`src/rtl/neuron_pkg.sv`:
```
// Shared types for the neuron layer scheduler: default fixed-point widths,
// data/weight typedefs and the scheduler state encoding.
package neuron_pkg;

    localparam int DEF_QM = 6;
    localparam int DEF_QN = 10;
    localparam int DEF_WM = 6;
    localparam int DEF_WN = 10;

    localparam int DATA_W = DEF_QM + DEF_QN;
    localparam int WGT_W  = DEF_WM + DEF_WN;

    typedef logic signed [DATA_W-1:0] data_t;
    typedef logic signed [WGT_W-1:0]  wgt_t;

    typedef enum logic [2:0] {
        IDLE,
        FETCH,
        LATCH,
        COMPUTE,
        EMIT
    } sched_state_t;

endpackage

```
`src/rtl/neuron_sched_perf.sv`:
```
// Layer performance counters: cycles per layer (accept edge to final
// handshake, inclusive, latched at completion) and saturating count of
// backpressured result cycles.
module neuron_sched_perf (
    input  logic        clk,
    input  logic        rst_n,
    input  logic        accept_i,
    input  logic        stall_i,
    input  logic        done_i,
    output logic [31:0] perf_layer_cycles_o,
    output logic [31:0] perf_stall_cycles_o
);

    logic [31:0] run_cnt_q, run_cnt_d;
    logic [31:0] layer_q, layer_d;
    logic [31:0] stall_q, stall_d;

    // Counter registers
    always_ff @(posedge clk or negedge rst_n) begin
        if (!rst_n) begin
            run_cnt_q <= '0;
            layer_q   <= '0;
            stall_q   <= '0;
        end else begin
            run_cnt_q <= run_cnt_d;
            layer_q   <= layer_d;
            stall_q   <= stall_d;
        end
    end

    // run_cnt_q holds the number of completed cycles since the accept edge,
    // so the current cycle is run_cnt_q + 1
    always_comb begin
        run_cnt_d = run_cnt_q;
        layer_d   = layer_q;
        stall_d   = stall_q;
        if (accept_i) begin
            run_cnt_d = '0;
        end else if (run_cnt_q != '1) begin
            run_cnt_d = run_cnt_q + 32'd1;
        end
        if (done_i) begin
            layer_d = run_cnt_q + 32'd1;
        end
        if (stall_i && (stall_q != '1)) begin
            stall_d = stall_q + 32'd1;
        end
    end

    assign perf_layer_cycles_o = layer_q;
    assign perf_stall_cycles_o = stall_q;

endmodule

```
`src/rtl/neuron_layer_scheduler.sv`:
```
// Sequences a shared neuron datapath across the M neurons of a layer:
// accept vector, then per neuron fetch weights/bias, wait out the neuron
// latency, and stream the result out with its index.
// Optional perf counters are enabled with `define NEU_SCHED_PERF_EN.
module neuron_layer_scheduler
    import neuron_pkg::*;
#(
    parameter int N       = 2,
    parameter int M       = 4,
    parameter int QM      = 6,
    parameter int QN      = 10,
    parameter int WM      = 6,
    parameter int WN      = 10,
    parameter int NEU_LAT = 1,
    localparam int DW     = QM + QN,
    localparam int WW     = WM + WN,
    localparam int AW     = (M > 1) ? $clog2(M) : 1
) (
    input  logic                 clk,
    input  logic                 rst_n,
    input  logic                 in_valid,
    output logic                 in_ready,
    input  logic [N-1:0][DW-1:0] in_vec,
    output logic                 w_rd_en,
    output logic [AW-1:0]        w_addr,
    input  logic [N-1:0][WW-1:0] w_rdata,
    input  logic [DW-1:0]        b_rdata,
    output logic [N-1:0][DW-1:0] neu_in,
    output logic [N-1:0][WW-1:0] neu_weights,
    output logic [DW-1:0]        neu_bias,
    input  logic [DW-1:0]        neu_out,
    output logic                 out_valid,
    input  logic                 out_ready,
    output logic [DW-1:0]        out_data,
    output logic [AW-1:0]        out_idx,
    output logic                 out_last,
    output logic                 busy
`ifdef NEU_SCHED_PERF_EN
    ,
    output logic [31:0]          perf_layer_cycles,
    output logic [31:0]          perf_stall_cycles
`endif
);

    localparam int CNT_W = (NEU_LAT < 1) ? 1 : $clog2(NEU_LAT + 1);
    localparam logic [AW-1:0]    LAST_IDX = AW'(M - 1);
    localparam logic [CNT_W-1:0] LAT_LOAD = CNT_W'(NEU_LAT);

    sched_state_t          state_q, state_d;
    logic [AW-1:0]         j_q, j_d;
    logic [CNT_W-1:0]      cnt_q, cnt_d;
    logic [N-1:0][DW-1:0]  neu_in_q, neu_in_d;
    logic [N-1:0][WW-1:0]  neu_w_q, neu_w_d;
    logic [DW-1:0]         neu_b_q, neu_b_d;
    logic [DW-1:0]         out_data_q, out_data_d;
    logic                  is_last;

    assign is_last = (j_q == LAST_IDX);

    // State and datapath registers
    always_ff @(posedge clk or negedge rst_n) begin
        if (!rst_n) begin
            state_q    <= IDLE;
            j_q        <= '0;
            cnt_q      <= '0;
            neu_in_q   <= '0;
            neu_w_q    <= '0;
            neu_b_q    <= '0;
            out_data_q <= '0;
        end else begin
            state_q    <= state_d;
            j_q        <= j_d;
            cnt_q      <= cnt_d;
            neu_in_q   <= neu_in_d;
            neu_w_q    <= neu_w_d;
            neu_b_q    <= neu_b_d;
            out_data_q <= out_data_d;
        end
    end

    // Next-state and register-update logic
    always_comb begin
        state_d    = state_q;
        j_d        = j_q;
        cnt_d      = cnt_q;
        neu_in_d   = neu_in_q;
        neu_w_d    = neu_w_q;
        neu_b_d    = neu_b_q;
        out_data_d = out_data_q;
        unique case (state_q)
            IDLE: begin
                if (in_valid) begin
                    neu_in_d = in_vec;
                    j_d      = '0;
                    state_d  = FETCH;
                end
            end
            FETCH: begin
                state_d = LATCH;
            end
            LATCH: begin
                neu_w_d = w_rdata;
                neu_b_d = b_rdata;
                cnt_d   = LAT_LOAD;
                state_d = COMPUTE;
            end
            COMPUTE: begin
                if (cnt_q == '0) begin
                    out_data_d = neu_out;
                    state_d    = EMIT;
                end else begin
                    cnt_d = cnt_q - CNT_W'(1);
                end
            end
            EMIT: begin
                if (out_ready) begin
                    if (is_last) begin
                        state_d = IDLE;
                    end else begin
                        j_d     = j_q + AW'(1);
                        state_d = FETCH;
                    end
                end
            end
            default: begin
                state_d = IDLE;
            end
        endcase
    end

    assign in_ready    = (state_q == IDLE);
    assign busy        = (state_q != IDLE);
    assign w_rd_en     = (state_q == FETCH);
    assign w_addr      = j_q;
    assign neu_in      = neu_in_q;
    assign neu_weights = neu_w_q;
    assign neu_bias    = neu_b_q;
    assign out_valid   = (state_q == EMIT);
    assign out_data    = out_data_q;
    assign out_idx     = j_q;
    assign out_last    = (state_q == EMIT) && is_last;

`ifdef NEU_SCHED_PERF_EN
    neuron_sched_perf u_perf (
        .clk                 (clk),
        .rst_n               (rst_n),
        .accept_i            ((state_q == IDLE) && in_valid),
        .stall_i             ((state_q == EMIT) && !out_ready),
        .done_i              ((state_q == EMIT) && out_ready && is_last),
        .perf_layer_cycles_o (perf_layer_cycles),
        .perf_stall_cycles_o (perf_stall_cycles)
    );
`endif

endmodule
```
`config.mk`:
```
export PLATFORM = sky130hd
export DESIGN_NAME = neuron_layer_scheduler
export DESIGN_NICKNAME = d
export VERILOG_FILES = /design/src/rtl/neuron_pkg.sv /design/src/rtl/neuron_sched_perf.sv /design/src/rtl/neuron_layer_scheduler.sv
export SDC_FILE = /design/constraint.sdc
export NUM_CORES = 1
export LEC_CHECK = 0
export CORE_MARGIN = 1
export CORE_UTILIZATION = 36
export CTS_CLUSTER_SIZE = 10
export DETAILED_ROUTE_END_ITERATION = 7
export PLACE_DENSITY_LB_ADDON = 0.3
export SLEW_MARGIN = 20
export SYNTH_ARGS = -nofsm -noshare
export SYNTH_HDL_FRONTEND = slang
export SYNTH_SLANG_ARGS = --single-unit
```
`constraint.sdc`:
```
create_clock -name clk -period 1.9 [get_ports clk]
set_clock_uncertainty 0.2 [all_clocks]
set_input_delay 0.38 -clock clk [delete_from_list [all_inputs] [get_ports clk]]
set_output_delay 0.38 -clock clk [all_outputs]
set_load 0.05 [all_outputs]
```
Yosys cells after proc, flatten, opt, wreduce, memory -nomap -nowiden

Cells that the tools add are included.

Output and inout bits: 105
Flip-flop bits (word level): 102
Input bits: 100

Reductions and logical operators: 9
Equality and inequality tests: 9
Add/sub/neg operators: 2
Bitwise gates (word level): 1
Muxes and demuxes: 11

Operators with widths:

| kind                  | number |
|---|---|
| $pmux W3 S5           | 1 |
| $mux W3               | 3 |
| $eq A3 B2 Y1 const B  | 2 |
| $mux W2               | 3 |
| $ne A2 B2 Y1 const B  | 3 |
| $pmux W2 S2           | 1 |
| $reduce_and A2 Y1     | 2 |
| $reduce_and A4 Y1     | 1 |
| $reduce_bool A2 Y1    | 2 |
| $eq A3 B1 Y1 const B  | 1 |
| $eq A3 B3 Y1 const B  | 1 |
| $logic_not A3 Y1      | 1 |
| $reduce_and A3 Y1     | 1 |
| $reduce_bool A3 Y1    | 1 |
| $add A2 B1 Y2 const B | 1 |
| $eq A2 B2 Y1 const B  | 1 |
| $mux W1               | 2 |
| $ne A2 B1 Y1 const B  | 1 |
| $pmux W1 S2           | 1 |
| $logic_and A1 B1 Y1   | 1 |
| $not A1 Y1            | 1 |
| $sub A1 B1 Y1 const B | 1 |

Logic depth before layout (Yosys ltp)

Gate-level depths: netlist of the first run.

Depth in word-level cells: 4
Mapped depth: 6
Gate-level depth less buffers: 4

Least setup slack after synthesis of the first run

OpenSTA, ideal clock, no wires.

Kind: reg-to-output
Start point: register state_q[2]
End point: output w_rd_en
Cell stages (with the launch flop): 3
Slack: -0.434 ns
Data required time: 1.320 ns
Data arrival time: 1.754 ns
Cell sequence: dfrtp_1 > clkbuf_1 > nor3b_1

Longest elaborated chain between the ends: 1

Ends and longest elaborated chain:

| element                | RTL line                      | RTL |
|---|---|---|
| start, declared        | neuron_layer_scheduler.sv:49  | `sched_state_t state_q, state_d;` |
| start signal, assigned | neuron_layer_scheduler.sv:71  | `state_q <= state_d;` |
| $eq A3 B1 Y1           | neuron_layer_scheduler.sv:133 | `assign w_rd_en = (state_q == FETCH);` |
| end, declared          | neuron_layer_scheduler.sv:24  | `output logic w_rd_en,` |

No other way between the ends.

Worst setup path after layout of the first run

Start point: register state_q[1]
End point: output in_ready

Longest elaborated chain between the ends: 1

Ends and longest elaborated chain:

| element          | RTL line                      | RTL |
|---|---|---|
| $logic_not A3 Y1 | neuron_layer_scheduler.sv:131 | `assign in_ready = (state_q == IDLE);` |
| end, declared    | neuron_layer_scheduler.sv:22  | `output logic in_ready,` |

No other way between the ends.

==> impl_metrics.env, run 1 <==
export IMPL_ys_seq_area_frac=0.644
export IMPL_cts_tree="yes"
export IMPL_regToRegSetupSlack_ns=-0.09
export IMPL_dieArea_mm2=0.0114
export IMPL_place_congestion=0.687
export IMPL_yosysMostFrequentCell="dfrtp_1"
export IMPL_synth_edf_count=0
export IMPL_syn_instance_count=240
export IMPL_drv_slew=0
export IMPL_ant_nets=0
export IMPL_yosysWarnings=0
export IMPL_syn_cell_area_mm2=0.00396
export IMPL_crit_type="flip-flop to output port"
export IMPL_ys_ff_latch=102
export IMPL_die_width_um=107
export IMPL_ys_async_sr_fraction=1.00
export IMPL_worstHoldStart="neu_weights[10]$_DFFE_PN0P_"
export IMPL_drv_cap=0
export IMPL_routed_wl_um=10900
export IMPL_track_usage=0.164
export IMPL_crit_path_end_kind="output port"
export IMPL_setup_viol=73
export IMPL_core_area_mm2=0.0105
export IMPL_drive_gt1_frac=0.551
export IMPL_min_to="neu_weights[10]$_DFFE_PN0P_"
export IMPL_finalNonFillerCells=615
export IMPL_fmax_mhz=500
export IMPL_rr_startpoint="state_q[2]$_DFFE_PN0P_"
export IMPL_dp_hpwl_um=6600
export IMPL_whs_path_depth=1
export IMPL_hold_viol=0
export IMPL_synth_area_per_cell_um2=16.5
export IMPL_rows=37
export IMPL_final_cell_area_mm2=0.00697
export IMPL_wire_per_inst_um=17.7
export IMPL_cp_arrival_ns=1.42
export IMPL_clk_pin_slew_ns=0.09
export IMPL_worstPathRequired_ns=1.32
export IMPL_hold_class="flip-flop to flip-flop"
export IMPL_synthToLayoutAreaGrowth_pct=75.9
export IMPL_clock_latency_ns=0.36
export IMPL_io_buffers=204
export IMPL_synthFlopType="dfrtp_1"
export IMPL_firstDrtPassIters=4
export IMPL_grt_ovfl_total=0
export IMPL_rsz0062_at_grt="true"
export IMPL_drc_errors=0
export IMPL_cts_sinks=102
export IMPL_vias_per_cell=4.76
export IMPL_min_period_ns=2.00
export IMPL_holdWs_ns=0.317
export IMPL_yosys_area_top_type="dfrtp_1"
export IMPL_synthesis_nets=341
export IMPL_die_h_um=107
export IMPL_pre_cts_slack_ns=-0.170
export IMPL_num_antenna_cells=0
export IMPL_grt_pass1_wl_um=14400
export IMPL_period_share=1.05
export IMPL_fin_ws_ns=-0.0993
export IMPL_max_slew_worst_pin_slew_ns=0.574
export IMPL_violations="setup timing"
export IMPL_grt_max_degree=103
export IMPL_grt_pass1_vias=3010
export IMPL_synthTopCellsByCount="dfrtp_1, mux2_2, mux2_1"
export IMPL_synthDistinctLibCells=29
export IMPL_r2r_cells=8
export IMPL_num_io_pins=205
export IMPL_run_status="finished, violations left"
export IMPL_relSlewSlack=0.618
export IMPL_nNetsFinal=575
export IMPL_cts_made_buffers=9
export IMPL_synth_top_cells_by_area="dfrtp_1, mux2_2, mux2_1"
export IMPL_cts_buffer_depth=2
export IMPL_start_util=0.377
export IMPL_antenna_found_initial=0
export IMPL_reg2reg_to="neu_bias[0]$_DFFE_PN0P_"
export IMPL_cp_start_kind="flip-flop"
export IMPL_dpl_cell_area_mm2=0.00598
export IMPL_cts_root_buf="clkbuf_8"
export IMPL_dp_cells=575
export IMPL_yosysTopAreaCellShare=0.644
export IMPL_vias=2930
export IMPL_drtIter0Drc=88
export IMPL_crit_fanout=3
export IMPL_htree_levels=3
-- worst max-delay path, stage by stage, from the launching register on --
cell and delay [ns]:
dfrtp_2 0.44, or3_4 0.40, clkinvlp_4 0.10, buf_12 0.13
-- per-stage QoR --
step	setup TNS, ns	utilization
after floorplan	0	-
after global placement	-4.44	0.569
after detailed placement	-5.14	0.569
after CTS	-1.48	0.598
after global routing	-7.14	0.663
final	-2.88	0.663
-- sequential cells by signal, indices dropped and copies added, names as in the netlist --
signal / flops
neu_in: 32
neu_weights: 32
neu_bias: 16
out_data: 16
out_idx: 2
state_q: 3
cnt_q: 1
-- how the worst max path moves through the flow --
stage / start / to / depth (start not counted)
floorplan: state_q[2]$_DFFE_PN0P_ / in_ready / 3
global placement: in_valid / neu_in[11]$_DFFE_PN0P_ / 4
detailed placement: in_valid / neu_in[6]$_DFFE_PN0P_ / 4
CTS: state_q[2]$_DFFE_PN0P_ / in_ready / 3
global route: state_q[2]$_DFFE_PN0P_ / in_ready / 3
finish: state_q[1]$_DFFE_PN0P_ / in_ready / 3
-- metal layers --
metal | GRT usage | routed length (um) | vias up
met5 | 0 | 0 | -
met4 | 0.0822 | 178 | 0
met3 | 0.0620 | 900 | 15
met2 | 0.271 | 5370 | 130
met1 | 0.186 | 4420 | 1481
li1 | - | - | 1304
-- cell type report --
cell class / instances / area, um2
Clock buffer: 13 / 169
Fill cell: 767 / 3540
Multi-Input combinational cell: 122 / 1670
Sequential cell: 102 / 2560
Timing Repair Buffer: 237 / 2330
Tap cell: 136 / 170
Clock inverter: 3 / 65.1
Inverter: 2 / 11.3
-- timing repair --
item | CTS | global route
pin swaps | 3 | 4
buffers inserted | 7 | 5
resized for setup | 6 | 110
hold buffers | 1 | 0
cloned | 0 | 11
setup endpoints to repair | 5 | 102
endpoints found under the hold margin | 102 | 0
-- logic make-up after synthesis --
logic type,after synthesis,synth area share
AO/OA/AOI/OAI,6,0.0111
adder cells (fa/ha/maj),1,0.00316
buffers and inverters,16,0.0294
flip-flops,102,0.644
multiplexers,97,0.276
AND/OR/NAND/NOR,18,0.0363
-- placed cells by master (no fill, tap or decap), drive strengths merged, types with 2 or more instances in the layout --
cell type and n:
bufinv 2, clkdlybuf4s50 98, nor3b 2, mux2 97, nor2 4, buf 131, a21o 2, clkbuf 20
nor2b 2, dfrtp 102
Power of run 1 is left out: the tool's default activity adds up to more than one toggle a clock period on the data nets, which glitch-free logic cannot reach.
==> run 2, diff against run 1 <==
Settings changed: SKIP_LAST_GASP set to 1.
==> run 2 against run 1 <==
Against the previous run: the flow still finishes with violations (setup timing); non-clock buffer count unchanged; critical path type unchanged; die area unchanged; count of clock-buffer cells in the layout unchanged; highest routed layer unchanged.
==> impl_metrics.env, run 2 (same netlist as run 1, synthesis figures left out) <==
export IMPL_drtIter0Drc=78
export IMPL_crit_fanout=3
export IMPL_crit_type="flip-flop to output port"
export IMPL_synthToLayoutAreaGrowth_pct=73.4
export IMPL_drv_slew=0
export IMPL_drv_cap=0
export IMPL_worstPathRequired_ns=1.32
export IMPL_max_slew_worst_pin_slew_ns=0.564
export IMPL_cts_made_buffers=9
export IMPL_rsz0062_at_grt="true"
export IMPL_fin_ws_ns=-0.100
export IMPL_cts_tree="yes"
export IMPL_routed_wl_um=10700
export IMPL_crit_path_end_kind="output port"
export IMPL_rr_startpoint="state_q[2]$_DFFE_PN0P_"
export IMPL_nFillCells=779
export IMPL_grt_pass1_wl_um=14400
export IMPL_core_area_mm2=0.0105
export IMPL_track_usage=0.164
export IMPL_firstDrtPassIters=4
export IMPL_nNetsFinal=575
export IMPL_vias=2922
export IMPL_final_common_cell="buf_4"
export IMPL_vias_per_cell=4.75
export IMPL_dp_hpwl_um=6600
export IMPL_crit_path_start="state_q[1]$_DFFE_PN0P_"
export IMPL_endpoint="in_ready"
export IMPL_grt_pass1_vias=3011
export IMPL_hold_class="flip-flop to flip-flop"
export IMPL_holdWs_ns=0.316
export IMPL_drc_errors=0
export IMPL_cts_buffer_depth=2
export IMPL_grt_ovfl_total=0
export IMPL_run_status="finished, violations left"
export IMPL_num_antenna_cells=0
export IMPL_cts_sinks=102
export IMPL_ant_nets=0
export IMPL_hold_viol=0
export IMPL_rows=37
export IMPL_htree_levels=3
export IMPL_cp_arrival_ns=1.42
export IMPL_die_width_um=107
export IMPL_whs_path_depth=1
export IMPL_wire_per_inst_um=17.3
export IMPL_io_buffers=204
export IMPL_place_congestion=0.687
export IMPL_relSlewSlack=0.624
export IMPL_clock_latency_ns=0.36
export IMPL_fmax_mhz=500
export IMPL_drive_gt1_frac=0.551
export IMPL_regToRegSetupSlack_ns=-0.09
export IMPL_cp_start_kind="flip-flop"
export IMPL_start_util=0.377
export IMPL_r2r_cells=8
export IMPL_reg2reg_to="neu_bias[0]$_DFFE_PN0P_"
export IMPL_mostFrequentLayoutCells="buf_4, dfrtp_1, clkdlybuf4s50_1, mux2_4, mux2_2"
export IMPL_die_h_um=107
export IMPL_grt_max_degree=103
export IMPL_min_period_ns=2.00
export IMPL_num_io_pins=205
export IMPL_cts_root_buf="clkbuf_8"
export IMPL_period_share=1.05
export IMPL_violations="setup timing"
export IMPL_antenna_found_initial=0
export IMPL_setup_viol=73
export IMPL_dieArea_mm2=0.0114
export IMPL_clk_pin_slew_ns=0.09
## run 2: cell counts in the layout (fill, tap and decap cells not counted)
No cell type changed its count.
## run 2: routing by layer
metal,share of wire,track usage,wire (um),up-vias
li1,-,-,-,1313
met1,0.40,0.186,4290,1464
met2,0.49,0.271,5260,130
met3,0.088,0.0620,935,15
met4,0.017,0.0822,178,0
met5,0,0,0,-
## run 2: what timing repair did
item                                    CTS  global route
gates cloned                              0            11
endpoints found under the setup margin    5           102
hold endpoints to repair                102             0
hold buffers                              1             0
pin swaps                                 2             4
setup buffers                             7             5
gates resized for setup                   6            84
## run 2: cell type report
class,count,area (um2),area share
clock inverters,3,65.1,0.00947
flip-flops and latches,102,2560,0.372
inverters,2,11.3,0.00164
well taps,136,170,0.0248
repair buffers,237,2330,0.339
multi-input cells,122,1570,0.228
clock buffers,13,169,0.0246
## run 2: worst min path at each step
stage,startpoint,slack [ns],end
6_report,neu_bias[3]$_DFFE_PN0P_,0.32,neu_bias[3]$_DFFE_PN0P_
5_1_grt,neu_weights[12]$_DFFE_PN0P_,0.33,neu_weights[12]$_DFFE_PN0P_
4_1_cts,out_data[10]$_DFFE_PN0P_,0.30,out_data[10]$_DFFE_PN0P_
3_5_place_dp,out_data[10]$_DFFE_PN0P_,0.28,out_data[10]$_DFFE_PN0P_
3_3_place_gp,neu_in[18]$_DFFE_PN0P_,0.27,neu_in[18]$_DFFE_PN0P_
2_1_floorplan,rst_n,-0.12,cnt_q$_DFFE_PN0P_
## run 2: through the flow
stage	setup WS, ns	cells	setup TNS [ns]	util	instance area (um2)
2_1_floorplan	0.0494	240	0	-	3980
3_3_place_gp	-0.139	575	-4.44	0.569	5980
3_5_place_dp	-0.170	575	-5.14	0.569	5980
4_1_cts	-0.117	599	-2.71	0.598	6290
5_1_grt	-0.150	615	-7.01	0.654	6870
6_report	-0.100	615	-2.61	0.654	6870
## run 2: critical path: stages (launching register included)
cell and delay [ns]:
dfrtp_2 0.44, or3_4 0.40, clkinvlp_4 0.10, buf_12 0.13
Power of run 2 is left out for the same reason.
==> run 3, diff against run 2 <==
Settings changed: ABC_CLOCK_PERIOD_IN_PS set to 2500, CORE_UTILIZATION 36 to 40.
Clock period 1.9 ns to 2.5 ns, I/O delays scaled along.
==> run 3 against run 2 <==
Against the previous run: the flow now finishes without violations; routed wire length fell by 13%; via count down 5.4%; first-iteration DRC count decreased by 69%; register-to-register slack better by 0.74 ns; final cell count fell by 5.5%; cell area decreased by 6.9%; sequential share of layout area rose by 2.7 points; worst hold slack worse by 0.024 ns; non-clock buffer count down 26; count of clock-buffer cells in the layout decreased by 2; die area shrank 9.8%; global-route usage increased by 2.2 points; largest cell class unchanged; highest routed layer unchanged.
==> impl_metrics.env, run 3 (same netlist as run 1, synthesis figures left out) <==
export IMPL_cts_tree="yes"
export IMPL_min_period_ns=2.34
export IMPL_htree_levels=3
export IMPL_num_antenna_cells=0
export IMPL_clk_pin_slew_ns=0.09
export IMPL_num_io_pins=205
export IMPL_cpPeakStageDelay_ns=0.85
export IMPL_drv_slew=0
export IMPL_hold_viol=0
export IMPL_vias_per_cell=4.76
export IMPL_crit_fanout=6
export IMPL_nFillCells=704
export IMPL_drc_errors=0
export IMPL_relSlewSlack=0.630
export IMPL_drtIter0Drc=24
export IMPL_crit_chain="clkdlybuf4s50_1"
export IMPL_fmax_mhz=427
export IMPL_nNetsFinal=549
export IMPL_crit_path_start="out_idx[0]$_DFFE_PN0P_"
export IMPL_grt_ovfl_total=0
export IMPL_crit_path_end_kind="output port"
export IMPL_holdBufCountCts=1
export IMPL_post_cts_buffers=0
export IMPL_max_slew_worst_pin_slew_ns=0.553
export IMPL_cts_sinks=102
export IMPL_start_util=0.421
export IMPL_worstHoldStart="neu_in[21]$_DFFE_PN0P_"
export IMPL_multi_input_area_mm2=0.00130
export IMPL_setup_viol=0
export IMPL_die_h_um=102
export IMPL_place_congestion=0.688
export IMPL_io_buffers=204
export IMPL_hold_class="flip-flop to flip-flop"
export IMPL_ant_nets=0
export IMPL_synthToLayoutAreaGrowth_pct=61.4
export IMPL_mostFrequentLayoutCells="clkdlybuf4s50_1, dfrtp_1, mux2_2, mux2_1, clkbuf_8"
export IMPL_cts_made_buffers=9
export IMPL_firstDrtPassIters=4
export IMPL_core_area_mm2=0.00942
export IMPL_track_usage=0.186
export IMPL_wire_per_inst_um=16.0
export IMPL_dp_hpwl_um=7070
export IMPL_dieArea_mm2=0.0103
export IMPL_antenna_found_initial=0
export IMPL_final_common_cell="clkdlybuf4s50_1"
export IMPL_tns_ns=0
export IMPL_grt_pass1_vias=2971
export IMPL_cp_start_kind="flip-flop"
export IMPL_clock_latency_ns=0.35
export IMPL_cp_num_buf_inv=1
export IMPL_routed_wl_um=9290
export IMPL_drv_cap=0
export IMPL_cts_buffer_depth=2
export IMPL_worstPathRequired_ns=1.80
export IMPL_run_status="finished clean"
export IMPL_crit_family="buffers and inverters"
export IMPL_slowest_stage="clkdlybuf4s50_1"
export IMPL_vias=2765
export IMPL_crit_type="flip-flop to output port"
export IMPL_grt_max_degree=50
export IMPL_seqCellArea_mm2=0.00255
export IMPL_grt_pass1_wl_um=14400
export IMPL_period_share=0.937
export IMPL_rr_startpoint="state_q[2]$_DFFE_PN0P_"
export IMPL_cp_arrival_ns=1.64
export IMPL_drive_gt1_frac=0.259
export IMPL_rsz0062_at_grt="false"
export IMPL_die_width_um=102
export IMPL_cts_root_buf="clkbuf_8"
export IMPL_cts_resized=0
export IMPL_rows=35
## run 3: cell count changes in the layout (fill, tap and decap cells not counted), sizes merged
cell           delta
buf             -119
bufinv            -1
clkdlybuf4s50   +100
inv               +2
clkbuf            -9
## run 3: routing by layer
metal / global-route usage / share of wire / routed length [um]
met3: 0.0876 / 0.11 / 1050
met2: 0.299 / 0.48 / 4450
met4: 0.0959 / 0.026 / 237
met1: 0.205 / 0.38 / 3550
met5: 0 / 0 / 0
## run 3: area by class of cell
| cell class | instances | area share |
|---|---|---|
| clock buffers | 11 | 0.0237 |
| multi-input cells | 122 | 0.203 |
| well taps | 129 | 0.0252 |
| inverters | 2 | 0.00117 |
| clock inverters | 4 | 0.00861 |
| repair buffers | 211 | 0.339 |
| flip-flops and latches | 102 | 0.399 |
## run 3: stage by stage
| step | utilization | std cells | hold slack [ns] | setup WS (ns) | cell area [um2] |
|---|---|---|---|---|---|
| 2_1_floorplan | - | 240 | 0.00441 | 0.0461 | 3960 |
| 3_3_place_gp | 0.656 | 565 | 0.226 | 0.316 | 6180 |
| 3_5_place_dp | 0.656 | 565 | 0.226 | 0.280 | 6180 |
| 4_1_cts | 0.679 | 581 | 0.297 | 0.127 | 6390 |
| 5_1_grt | 0.679 | 581 | 0.302 | 0.0962 | 6390 |
| 6_report | 0.679 | 581 | 0.292 | 0.156 | 6390 |
## run 3: worst paths after layout
kind | to | slack, ns | cells past startpoint
min | neu_in[21]$_DFFE_PN0P_ | 0.29 | 1
max in group asynchronous | neu_in[24]$_DFFE_PN0P_ | 0.99 | 3
min in group asynchronous | out_data[6]$_DFFE_PN0P_ | 0.38 | 2
max | out_idx[0] | 0.16 | 1
max reg2reg | neu_weights[22]$_DFFE_PN0P_ | 0.65 | 4
min reg2reg | neu_in[21]$_DFFE_PN0P_ | 0.29 | 1
Power of run 3 is left out for the same reason.
==> variant 1: new RTL, settings of run 3 <==
Re-encode `sched_state_t` (5 states) as one-hot, 5 bits wide.
--- a/src/rtl/neuron_pkg.sv
+++ b/src/rtl/neuron_pkg.sv
@@ -13,12 +13,12 @@
     typedef logic signed [DATA_W-1:0] data_t;
     typedef logic signed [WGT_W-1:0]  wgt_t;
 
-    typedef enum logic [2:0] {
-        IDLE,
-        FETCH,
-        LATCH,
-        COMPUTE,
-        EMIT
+    typedef enum logic [4:0] {
+        IDLE    = 5'b00001,
+        FETCH   = 5'b00010,
+        LATCH   = 5'b00100,
+        COMPUTE = 5'b01000,
+        EMIT    = 5'b10000
     } sched_state_t;
 
 endpackage
Check against the original RTL: no difference found for any inputs over 10 cycles, from zero or initial values and one cycle with rst_n low; not proved beyond that.
==> variant 1 against run 3 <==
Synthesized area is 2.1% higher; wire length is 2.5% higher; worst setup slack worse by 0.11 ns; final area is 2.9% higher; die area is 2.1% higher; sequential cell count is 2 higher; synthesized cell count is 6.3% higher; largest cell class unchanged; highest routed layer unchanged.
==> variant 1: results (changes against run 3) <==
Logic synthesis
The net count after synthesis was 356 (+4.4%). In the synthesized netlist, the cells that appear most often are dfrtp_1 (103), mux2_2 (96), buf_2 (6). The sequential cell area fraction in the yosys report came to 64.37% (-0.067 points). In the post-synthesis netlist, the biggest area contributors are dfrtp_1 (64%), mux2_2 (27%), buf_4 (0.93%).

The count of unique library cells instantiated by Yosys is 32 (+10%). The synthesized area per cell was 15.86 sq um (-3.9%). The number of warnings issued by yosys is 0 (unchanged). The async set-reset flop share out of synthesis is 100.0% (unchanged).

Cells and area
The post-layout net count is 572 (+4.2%). The number of antenna repair diodes is 0 (unchanged). The fraction of layout cells with a size suffix above 1 came to 29.83% (+3.9 points). The post-layout instance count excluding filler cells is 609 (+4.8%).

The count of fill cells added during filler insertion was 729 (+3.6%).

Clock tree
The tree is rooted in a clkbuf_8. The clock-pin slew of the registers on the worst-case setup and hold paths was 0.09 ns (about the same). The count of hold buffers inserted by post-cts repair is 1 (unchanged). The number of buffers on the longest clock path is 2 (unchanged). The number of instances resized during post-cts repair is 1 (+1). The latest clock arrival within the worst-skew pair came to 0.35 ns (about the same). The number of buffers inserted during clock tree synthesis came to 9 (unchanged). The number of buffers inserted to repair setup after CTS is 2 (+2). The maximum level of the CTS H-tree came to 3 (unchanged).

Critical path
The setup path with the least slack is of type register to primary output. The startpoint of the most critical register-to-register path is state_q[4]. The endpoint arrival time on the critical path is 1.75 ns (+0.11 ns).

The maximum net fanout on the critical path is 3 (-3).

Placed design
The final weighted congestion in routability-driven placement is 0.7723 (+12%). The total half-perimeter wirelength after legalization and detailed placement is 7.090 mm (+0.25%). The cell area after placement is 6304 sq um (+2.0%).

The worst-case setup slack after placement is 0.2101 ns (-0.06991 ns). The port buffer count was 204 (unchanged). The total instance count after detailed placement is 588 (+4.1%).

Power
The static leakage is between 2 and 3 nW. The maximum resistive drop on vdd is 701.9 uV.

Outcome
The run finished with clean final reports.

Timing
The total setup violations reported at the end of the flow is 0 (unchanged). The actual slew at the worst max-slew pin is 0.6015 ns (+0.04864 ns).

GRT
The overall track demand over capacity in global routing is 17.87% (-0.70 points). The largest net degree at the start of global routing is 39 (-22%). The via count of the first global-routing pass is 3010 (+1.3%).

The global-route wire length before repair is 14.10 mm (-2.1%).

Routing
The violation count after the first detailed-route iteration is 43 (+79%). The overall routed net length came to 9.523 mm (+2.5%). The routed via count divided by cell count came to 4.841 (+1.7%).

The length of the first detailed-routing pass in iterations came to 3 (-1).

Min path
The path category of the worst min-delay check is register to register. The origin of the worst min-delay path is neu_bias[5].
## variant 1: area by class of cell
cell class | count | area [sq um] | area share [%]
Tap cell | 133 | 166.4 | 2.530
Clock inverter | 6 | 82.58 | 1.255
Clock buffer | 10 | 137.6 | 2.092
Sequential cell | 104 | 2605 | 39.60
Multi-Input combinational cell | 132 | 1351 | 20.54
Inverter | 6 | 25.02 | 0.3804
Timing Repair Buffer | 218 | 2210 | 33.59
## variant 1: report_power, final
| group | internal, mW | switching, mW |
|---|---|---|
| combinational | 2.17 | 3.41 |
| clock | 0.587 | 0.556 |
| sequential | 2.41 | 0.368 |
| total | 5.16 | 4.33 |
## variant 1: final timing paths
kind / endpoint / slack, ns / cells past startpoint
max: busy / 0.05 / 3
min: neu_bias[5] / 0.31 / 1
max reg2reg: out_data[5] / 0.19 / 4
min reg2reg: neu_bias[5] / 0.31 / 1
max in group asynchronous: neu_weights[18] / 1.05 / 3
min in group asynchronous: neu_in[6] / 0.44 / 2
## variant 1: kinds of logic after synthesis
group / count (synthesis) / synth area share, %
muxes: 96 / 26.72
and+or+nand+nor: 19 / 2.877
buffers and inverters: 19 / 2.815
DFF: 104 / 64.37
AOI/OAI and AO/OA: 15 / 2.691
adders and majority gates: 1 / 0.3093
xor gates and xnor gates: 1 / 0.2166
## variant 1: critical path, stage by stage (launching register included)
cell     delay (ns)
dfrtp_1        0.39
or3_4          0.39
or3b_4         0.41
buf_4          0.21
## variant 1: layer usage
| metal | vias up | share of wire [%] | wire length, um | global-route usage [%] |
|---|---|---|---|---|
| met5 | - | 0 | 0 | 0 |
| met4 | 0 | 2.5 | 240 | 9.341 |
| met3 | 19 | 7.8 | 747 | 6.102 |
| met2 | 116 | 52 | 4911 | 30.67 |
| met1 | 1474 | 38 | 3624 | 19.60 |
| li1 | 1339 | - | - | - |
==> variant 2: new RTL, settings of run 3 <==
Made on the original files. The parameter `NEU_LAT` goes from 1 to 2.
--- a/src/rtl/neuron_layer_scheduler.sv
+++ b/src/rtl/neuron_layer_scheduler.sv
@@ -11,7 +11,7 @@
     parameter int QN      = 10,
     parameter int WM      = 6,
     parameter int WN      = 10,
-    parameter int NEU_LAT = 1,
+    parameter int NEU_LAT = 2,
     localparam int DW     = QM + QN,
     localparam int WW     = WM + WN,
     localparam int AW     = (M > 1) ? $clog2(M) : 1
Function: changed (a bounded check fails within 10 cycles, from zero or initial values and one cycle with rst_n low).
==> variant 2 against run 3 <==
First-iteration DRC count up 38%; via count up 0.90%; final area about the same; synthesized area up 1.0%; worst setup slack better by 0.0065 ns; critical path type unchanged; wire length up 1.0%; sequential cell count up 1; final cell count up 2.9%.
Power is not shown: default switching activity piles up to over one toggle a cycle in this logic, so the estimate is an artifact.
==> variant 2: results (changes against run 3) <==
Critical path
In this run the critical register-to-register path is launched from state_q[0]. The register-to-register setup slack is 0.48 ns (-0.17 ns). The worst setup path endpoint is w_addr[1]. The end of the worst register-to-register path is neu_in[30].

Timing
The final worst slack is 0.1629 ns (+0.006526 ns). The final hold slack was 0.3031 ns (+0.01125 ns).

Placed design
The final weighted congestion in routability-driven placement is 0.7263 (+5.5%). The total half-perimeter wirelength after legalization and detailed placement is 7.118 mm (+0.65%). The cell area after placement is 6201 sq um (+0.36%). The worst-case setup slack after placement was 0.2865 ns (+0.006504 ns). The total instance count after detailed placement is 581 (+2.8%).

Logic synthesis
The portion of netlist area occupied by mux cells was 27.01% (-0.57 points). After synthesis, the cell types taking the most area are dfrtp_1 (64%), mux2_2 (26%), buf_6 (0.84%). By count the netlist is led by dfrtp_1 (103), mux2_2 (94), buf_2 (6), inv_1 (6), o21ai_0 (5).

The synthesized area per cell came to 15.88 sq um (-3.8%). The count of unique library cells instantiated by Yosys is 27 (-6.9%). The net count after synthesis is 354 (+3.8%).

The sequential cell area fraction in the yosys report is 64.40% (about the same).

Cells and area
The fraction of layout cells with a size suffix above 1 is 26.45% (+0.57 points). The count of fill cells added during filler insertion came to 763 (+8.4%).

Min path
The origin of the worst min-delay path is neu_in[27]. The path with the worst hold slack has its endpoint at neu_in[27].

Routing
The wire length per cell after detailed routing is 15.70 um (-1.8%). The routed via count divided by cell count is 4.666 (-2.0%). The overall routed net length came to 9.386 mm (+1.0%). The violation count after the first detailed-route iteration is 33 (+38%).

GRT
The global-route wire length before repair is 14.01 mm (-2.7%). The overall track demand over capacity in global routing is 17.89% (-0.68 points). The largest net degree at the start of global routing was 55 (+10%). The via count of the first global-routing pass is 2798 (-5.8%).

Outcome
The flow ran to the end, and the final reports show no timing, DRC or antenna violations.
[variant 2: layout make-up]
type	instances	area (sq um)	share of cell area, %
flip-flops and latches	103	2577	40.27
repair buffers	211	2132	33.31
multi-input cells	129	1313	20.50
well taps	133	166.4	2.600
clock buffers	12	145.1	2.267
clock inverters	4	45.04	0.7037
inverters	6	22.52	0.3518
[variant 2: layer usage]
metal  track usage (%)  routed length (um)  up-vias
met5                 0                   0        -
met4             8.681                 179        0
li1                  -                   -     1296
met2             29.12                4577      119
met1             21.79                3873     1361
met3             5.335                 755       14
[variant 2: kinds of logic after synthesis]
logic type	count (synthesis)
muxes	96
DFF	103
and+or+nand+nor	20
AOI/OAI and AO/OA	11
buffers and inverters	20
adders and majority gates	2
[variant 2: timing repair]
item | CTS | global route
endpoints found under the hold margin | 36 | 0
hold buffers | 1 | 0
setup buffers | 0 | 0
resized for setup | 0 | 0
